### config.mk
export PLATFORM = sky130hd
export DESIGN_NAME = gfsk_tx_sequencer_flat
export DESIGN_NICKNAME = d
export VERILOG_FILES = /design/src/rtl/gfsk_pkg.sv /design/src/rtl/gfsk_tx_sequencer_if.sv /design/src/rtl/gfsk_symbol_shaper.sv /design/src/rtl/gfsk_tx_sequencer.sv /design/src/flat_wrapper.sv
export SDC_FILE = /design/constraint.sdc
export NUM_CORES = 1
export LEC_CHECK = 0
export ABC_AREA = 1
export CORE_MARGIN = 3
export CORE_UTILIZATION = 54
export DETAILED_ROUTE_END_ITERATION = 8
export PLACE_DENSITY_LB_ADDON = 0.25
export SLEW_MARGIN = 10
export SYNTH_ARGS = -nofsm -noshare
export SYNTH_HDL_FRONTEND = slang
export SYNTH_SLANG_ARGS = --single-unit
### constraint.sdc
create_clock -name clock -period 2.33 [get_ports clock]
set_clock_uncertainty 0.05 [all_clocks]
set_input_delay 0.5825 -clock clock [delete_from_list [all_inputs] [get_ports clock]]
set_output_delay 0.5825 -clock clock [all_outputs]
set_load 0.01 [all_outputs]
### src/rtl/gfsk_pkg.sv
// gfsk_pkg: shared state type, frequency codes and preamble for the GFSK transmit sequencer
// Exports: gfsk_state_t, OFF/ZERO/MID/ONE codes, PREAMBLE byte, bit_code() helper
package gfsk_pkg;
    typedef enum logic [2:0] {S_IDLE, S_PREAMBLE, S_ADDR, S_LEN, S_PAYLOAD, S_TAIL} gfsk_state_t;
    localparam logic [2:0] OFF  = 3'd0;
    localparam logic [2:0] ZERO = 3'd2;
    localparam logic [2:0] MID  = 3'd4;
    localparam logic [2:0] ONE  = 3'd6;
    localparam logic [7:0] PREAMBLE = 8'hAA;
    function automatic logic [2:0] bit_code(input logic b);
        return b ? ONE : ZERO;
    endfunction
endpackage

### src/rtl/gfsk_tx_sequencer_if.sv
// gfsk_tx_sequencer_if: frame request, payload handshake and modulator output bundle
// master: start/access_addr/length/data_valid/data out; data_ready/busy/done/underrun/gfsk_out in
// slave: the sequencer side of the same signals
interface gfsk_tx_sequencer_if;
    logic        start;
    logic [31:0] access_addr;
    logic [7:0]  length;
    logic        data_valid;
    logic [7:0]  data;
    logic        data_ready;
    logic        busy;
    logic        done;
    logic        underrun;
    logic [2:0]  gfsk_out;
    modport master (
        output start, access_addr, length, data_valid, data,
        input  data_ready, busy, done, underrun, gfsk_out
    );
    modport slave (
        input  start, access_addr, length, data_valid, data,
        output data_ready, busy, done, underrun, gfsk_out
    );
endinterface

### src/rtl/gfsk_symbol_shaper.sv
// gfsk_symbol_shaper: per-bit symbol timing and bit-to-frequency-code mapping
// clock/reset: sync active-high; load: first bit of a frame; run: frame in progress
// stop: force carrier off; tail: upcoming symbol is the tail; bit_in: bit taking effect next cycle
// sym_last/sym_penult: current cycle is last/second-to-last of its bit; code: registered frequency code
module gfsk_symbol_shaper
    import gfsk_pkg::*;
#(
    parameter int SYMBOL_CYCLES = 10
) (
    input  logic       clock,
    input  logic       reset,
    input  logic       load,
    input  logic       run,
    input  logic       stop,
    input  logic       tail,
    input  logic       bit_in,
    output logic       sym_last,
    output logic       sym_penult,
    output logic [2:0] code
);
    localparam int SW = $clog2(SYMBOL_CYCLES);
    logic [SW-1:0] sym;
    logic          prev;
    assign sym_last   = sym == SW'(SYMBOL_CYCLES - 1);
    assign sym_penult = sym == SW'(SYMBOL_CYCLES - 2);
    // The frame's first bit goes straight to its steady code; later bits show MID on their
    // first cycle only when they differ from the bit before.
    always_ff @(posedge clock) begin
        if (reset || stop) begin
            sym  <= '0;
            prev <= 1'b0;
            code <= OFF;
        end else if (load) begin
            sym  <= '0;
            prev <= bit_in;
            code <= bit_code(bit_in);
        end else if (run && sym_last) begin
            sym  <= '0;
            prev <= bit_in;
            code <= (tail || bit_in != prev) ? MID : bit_code(bit_in);
        end else if (run) begin
            sym  <= sym + SW'(1);
            code <= tail ? MID : bit_code(prev);
        end
    end
endmodule

### src/rtl/gfsk_tx_sequencer.sv
// gfsk_tx_sequencer: serialises preamble, access address, length and payload into GFSK codes
// clock/reset: sync active-high; tx: slave side of gfsk_tx_sequencer_if
// Frame: PREAMBLE(8) ADDR(32) LEN(8) PAYLOAD(8*length) TAIL(1 symbol), all LSB first
module gfsk_tx_sequencer
    import gfsk_pkg::*;
#(
    parameter int SYMBOL_CYCLES = 10
) (
    input  logic clock,
    input  logic reset,
    gfsk_tx_sequencer_if.slave tx
);
    gfsk_state_t state;
    logic [31:0] sr;
    logic [31:0] addr_q;
    logic [4:0]  bit_idx;
    logic [7:0]  byte_cnt;
    logic        ready_q;
    logic        done_q;
    logic        under_q;
    logic        sym_last;
    logic        sym_penult;
    logic [2:0]  code;
    logic        busy;
    logic        byte_field;
    logic        field_last;
    logic        bnd;
    logic        fend;
    logic        accept;
    logic        take;
    logic        under;
    logic        fin;
    logic        to_tail;
    logic        bit_nxt;
    // sr holds the bits still to come after the one on air, so sr[0] is always the next bit.
    // byte_cnt doubles as the LEN field value since it only starts counting after LEN.
    always_comb begin
        busy       = state != S_IDLE;
        byte_field = state == S_LEN || state == S_PAYLOAD;
        field_last = state == S_TAIL || bit_idx == ((state == S_ADDR) ? 5'd31 : 5'd7);
        bnd        = busy && sym_last;
        fend       = bnd && field_last;
        accept     = !busy && tx.start;
        take       = ready_q && tx.data_valid;
        under      = ready_q && !tx.data_valid;
        fin        = fend && state == S_TAIL;
        to_tail    = fend && byte_field && byte_cnt == 8'd0;
        bit_nxt    = accept ? PREAMBLE[0] :
                     !fend ? sr[0] :
                     state == S_PREAMBLE ? addr_q[0] :
                     state == S_ADDR ? byte_cnt[0] :
                     take && tx.data[0];
    end
    gfsk_symbol_shaper #(.SYMBOL_CYCLES(SYMBOL_CYCLES)) u_shaper (
        .clock      (clock),
        .reset      (reset),
        .load       (accept),
        .run        (busy),
        .stop       (under || fin),
        .tail       (state == S_TAIL || to_tail),
        .bit_in     (bit_nxt),
        .sym_last   (sym_last),
        .sym_penult (sym_penult),
        .code       (code)
    );
    always_ff @(posedge clock) begin
        if (reset) begin
            state    <= S_IDLE;
            sr       <= '0;
            addr_q   <= '0;
            bit_idx  <= '0;
            byte_cnt <= '0;
            ready_q  <= 1'b0;
            done_q   <= 1'b0;
            under_q  <= 1'b0;
        end else begin
            done_q  <= fin;
            under_q <= under;
            // Raised one cycle early so it is high exactly during the last cycle of bit 7.
            ready_q <= byte_field && bit_idx == 5'd7 && sym_penult && byte_cnt != 8'd0;
            if (accept) begin
                state    <= S_PREAMBLE;
                sr       <= {25'h0, PREAMBLE[7:1]};
                addr_q   <= tx.access_addr;
                byte_cnt <= tx.length;
                bit_idx  <= '0;
            end else if (under || fin) begin
                state   <= S_IDLE;
                sr      <= '0;
                bit_idx <= '0;
            end else if (bnd && !field_last) begin
                sr      <= sr >> 1;
                bit_idx <= bit_idx + 5'd1;
            end else if (fend) begin
                bit_idx <= '0;
                case (state)
                    S_PREAMBLE: begin
                        state <= S_ADDR;
                        sr    <= {1'b0, addr_q[31:1]};
                    end
                    S_ADDR: begin
                        state <= S_LEN;
                        sr    <= {25'h0, byte_cnt[7:1]};
                    end
                    default: begin
                        if (take) begin
                            state    <= S_PAYLOAD;
                            sr       <= {25'h0, tx.data[7:1]};
                            byte_cnt <= byte_cnt - 8'd1;
                        end else begin
                            state <= S_TAIL;
                            sr    <= '0;
                        end
                    end
                endcase
            end
        end
    end
    assign tx.busy       = busy;
    assign tx.data_ready = ready_q;
    assign tx.done       = done_q;
    assign tx.underrun   = under_q;
    assign tx.gfsk_out   = code;
endmodule

### src/flat_wrapper.sv
// flat-port wrapper written by rule: the top's interface ports become plain ports
module gfsk_tx_sequencer_flat import gfsk_pkg::*;
#(
    parameter int SYMBOL_CYCLES = 10
)
  (clock, reset, tx_start, tx_access_addr, tx_length, tx_data_valid, tx_data, tx_data_ready, tx_busy, tx_done, tx_underrun, tx_gfsk_out);
  gfsk_tx_sequencer_if tx_i ();
  input  logic clock;
  input  logic reset;
  input wire logic [$bits(tx_i.start)-1:0] tx_start;
  input wire logic [$bits(tx_i.access_addr)-1:0] tx_access_addr;
  input wire logic [$bits(tx_i.length)-1:0] tx_length;
  input wire logic [$bits(tx_i.data_valid)-1:0] tx_data_valid;
  input wire logic [$bits(tx_i.data)-1:0] tx_data;
  output wire logic [$bits(tx_i.data_ready)-1:0] tx_data_ready;
  output wire logic [$bits(tx_i.busy)-1:0] tx_busy;
  output wire logic [$bits(tx_i.done)-1:0] tx_done;
  output wire logic [$bits(tx_i.underrun)-1:0] tx_underrun;
  output wire logic [$bits(tx_i.gfsk_out)-1:0] tx_gfsk_out;
  assign tx_i.start = tx_start;
  assign tx_i.access_addr = tx_access_addr;
  assign tx_i.length = tx_length;
  assign tx_i.data_valid = tx_data_valid;
  assign tx_i.data = tx_data;
  assign tx_data_ready = tx_i.data_ready;
  assign tx_busy = tx_i.busy;
  assign tx_done = tx_i.done;
  assign tx_underrun = tx_i.underrun;
  assign tx_gfsk_out = tx_i.gfsk_out;
  gfsk_tx_sequencer #(.SYMBOL_CYCLES(SYMBOL_CYCLES)) u_core (.clock(clock), .reset(reset), .tx(tx_i));
endmodule
==> metrics.md <==
| Metric | Value |
|---|---|
| Outcome | finished clean |
| Setup Crit Path Kind | flip-flop to output pin |
| Routed met1 length | approximately 4.1 mm |
| Num Clock Sinks | 89 |
| WL/cell | between 10 and 15 um |
| Unrepaired setup endpoints after global routing | false |
| Number of instances in the synthesized netlist | 548 |
| Die extent in y | between 90 and 100 um |
| Core ar. | 7020 um^2 |
| Full die area | roughly 8500 um^2 |
| Largest net degree at the start of global routing | 25 |
| Detailed-routing iteration count for the pre-antenna-repair pass | 5 |
| Clock transition at path regs | 90 ps |
| Count of buffers from port buffering | 57 |
| Number of vias per cell | about 5.3 |
| Arrival time worst endpoint | 1610 ps |
| Starting utilization of the core area | around 57% |
| Final HPWL from detailed placement | 6.78 mm |
| Standby leakage power | 1.86 nW |
| Area Growth Syn to Fin | 21.7% |
| Met2 wire len | 4.57 mm |
| TritonCTS Buffers | 9 |
| Number of global-route vias before repair | 3487 |
| Count of endpoints failing hold in the final timing report | 0 |
| Leading register cell type out of synthesis | sky130_fd_sc_hd__dfxtp_1 |
| DRC violation count after routing | 0 |
| R2r startpoint | u_core.state[1] |
| Synthesized netlist net count | 605 |
| Via count of the routed design | 3755 |
| Cell at the root of the clock tree | sky130_fd_sc_hd__clkbuf_8 |
| Sort of element at the start of the critical path | flip-flop |
| Sequential area share after synthesis | about 44% |
| Smallest hold slack | 410 ps |
| WP data required | 1700 ps |
| Post-synthesis register bit count | 89 |
| Most numerous cell in the Yosys netlist | sky130_fd_sc_hd__nand2_1 |
| Share of Yosys cell area claimed by the top area cell type | 44.3% |
| Chip width | 92.3 um |
| Number of synthesis warnings | 0 |
| Final critical path time including I/O delays and setup | 2240 ps |
| Top routing layer in use | met4 |
| Cell Rows | 30 |
| Boundary pin count | 59 |
| Post-synth top area cell | sky130_fd_sc_hd__dfxtp_1 |
| Routed wl met3 | ~500 um |
| Total global routing track utilization | between 20% and 30% |
| Setup slack on the worst flop-to-flop path | 230 ps |
| Hold buffer count at cts | 0 |
| Distinct cell type count of the synthesized netlist | 35 |
| Clock insertion delay at the later pin of the skew report | 360 ps |
| Final setup TNS | 0 ps |
| Number of design-rule violations left by the first detailed-router iteration | approximately 300 |
| Fraction of layout instances using a drive strength above 1 | 9.97% |
| Worst path setup slack after routing | 89.1 ps |
| Wire length of the first global-routing pass | roughly 16 mm |
| Type of the most critical hold path | flip-flop to flip-flop |
| Area of the mapped netlist | between 4000 and 5000 um^2 |
| Max clock buf depth | 2 |
| Crit-path max FO | 6 |
| Antenna-violating nets left | 0 |
| Antenna diode count | 0 |
| Proportion of register bits with asynchronous set or reset after synthesis | 0% |
| Cell types with the highest counts after synthesis | sky130_fd_sc_hd__nand2_1 (153), sky130_fd_sc_hd__dfxtp_1 (89), sky130_fd_sc_hd__a21oi_1 (61), sky130_fd_sc_hd__inv_1 (48), sky130_fd_sc_hd__o21ai_0 (36) |
| Aggregate routed wire length | 9.28 mm |
| Overflow after GRT | 0 |
| Pre-CTS setup slack | 65.1 ps |
| Pwr Density | approximately 640 nW/um^2 |
| Top achievable clock speed | 446 MHz |
| Crit. Startpoint | u_core.state[1] |
| Count of pins over their slew limit | 0 |
| Share of the clock period used by the worst path | 96.2% |
| Routability congestion estimate from global placement | 0.912 |
| Maximum level of the CTS H-tree | 3 |
| Max Cap Viol | 0 |
| Number of nets in the final layout | 664 |
| Startpoint of the lowest-slack hold path | u_core.addr_q[24] |
| Number of enable flip-flop cells after synthesis | 0 |
| Main area contributors after synthesis | sky130_fd_sc_hd__dfxtp_1 (44%), sky130_fd_sc_hd__nand2_1 (14%), sky130_fd_sc_hd__a21oi_1 (7.6%) |
| Mapped Avg Cell Area | 7.34 um^2 |
| IR Drop Worst-Case VDD | 0.406 mV |
| Initial antenna violation count | 0 |
| Setup violation total in the final timing report | 0 |
| Type of element capturing the critical path | output pin |
| Clock tree from TritonCTS | done |
power breakdown:
part | internal (mW) | switching, mW | total, mW
Sequential | 1.58 | 0.0364 | 1.62
Combinational | 0.188 | 0.217 | 0.405
Clock | 0.509 | 0.582 | 1.09
Total | 2.28 | 0.835 | 3.12
sequential cells by signal (all words and copies together) (netlist names):
name                  cells
u_core.u_shaper.code      2
u_core.state              3
u_core.addr_q            32
u_core.u_shaper.sym       4
u_core.sr                31
u_core.byte_cnt           8
u_core.tx.done            1
u_core.tx.underrun        1
u_core.bit_idx            5
u_core.tx.data_ready      1
u_core.u_shaper.prev      1
placed cells by master (no fill, tap or decap), types with 5 or more instances in the layout:
cell type	instances
sky130_fd_sc_hd__a21oi_1	61
sky130_fd_sc_hd__a221oi_1	5
sky130_fd_sc_hd__a31oi_1	26
sky130_fd_sc_hd__buf_4	19
sky130_fd_sc_hd__clkbuf_8	9
sky130_fd_sc_hd__clkdlybuf4s50_1	57
sky130_fd_sc_hd__dfxtp_1	87
sky130_fd_sc_hd__ha_1	5
sky130_fd_sc_hd__inv_1	47
sky130_fd_sc_hd__inv_2	6
sky130_fd_sc_hd__nand2_1	152
sky130_fd_sc_hd__nand2_2	5
sky130_fd_sc_hd__nand3_1	13
sky130_fd_sc_hd__nand4_1	5
sky130_fd_sc_hd__nor2_1	32
sky130_fd_sc_hd__nor3_1	5
sky130_fd_sc_hd__o211ai_1	5
sky130_fd_sc_hd__o21ai_0	36
sky130_fd_sc_hd__o22ai_1	6
worst paths after layout:
check                           end  cells after the start
hold / removal    u_core.addr_q[24]                      2
setup / recovery            tx_busy                      5
hold reg to reg   u_core.addr_q[24]                      2
setup reg to reg       u_core.sr[2]                     11
cells by family (layout without fill, tap and decap cells):
family          count (synthesis)  after routing  share of synthesized area, %
xor+xnor                        4              4                         0.871
simple gates                  224            224                          23.8
compound gates                144            144                          20.3
fa+ha+maj                       5              5                          1.55
buf+inv                        81            145                          9.08
flops                          89             89                          44.3
other cells                     1              1                        0.0932
metal layers:
metal | up-vias | track usage [%]
met2 | 111 | 38.4
met4 | 0 | 6.56
li1 | 1919 | -
met3 | 10 | 5.12
met1 | 1715 | 28.6
met5 | - | 0
metrics by stage:
stage	util, %	total power [mW]	instances	instance area (um^2)
final	69.8	3.12	708	4900
after global routing	69.8	3.26	708	4900
after CTS	69.8	3.13	708	4900
after detailed placement	66.8	2.06	691	4690
after global placement	66.8	2.04	691	4690
after floorplan	-	1.89	548	4020
layout make-up:
| class | instances | area [um^2] |
|---|---|---|
| tap | 96 | 120 |
| timing repair buffer | 76 | 713 |
| sequential | 89 | 1780 |
| inverter | 53 | 199 |
| clock inverter | 7 | 77.6 |
| multi-input combinational | 378 | 1880 |
| fill | 608 | 2120 |
| clock buffer | 9 | 124 |
critical path: stages, from the launching register on:
cell	delay (ps)
sky130_fd_sc_hd__dfxtp_2	370
sky130_fd_sc_hd__inv_1	90
sky130_fd_sc_hd__nand2_2	110
sky130_fd_sc_hd__nor2_4	50
sky130_fd_sc_hd__inv_2	90
sky130_fd_sc_hd__clkdlybuf4s50_1	540
timing repair:
| action | CTS | global route |
|---|---|---|
| setup buffers | 1 | 0 |
| pin swaps | 1 | 0 |
| gates resized for setup | 2 | 1 |
| endpoints found under the setup margin | 1 | 1 |
| gates cloned | 0 | 0 |
Note: power is estimated with default switching activity, not from simulation.
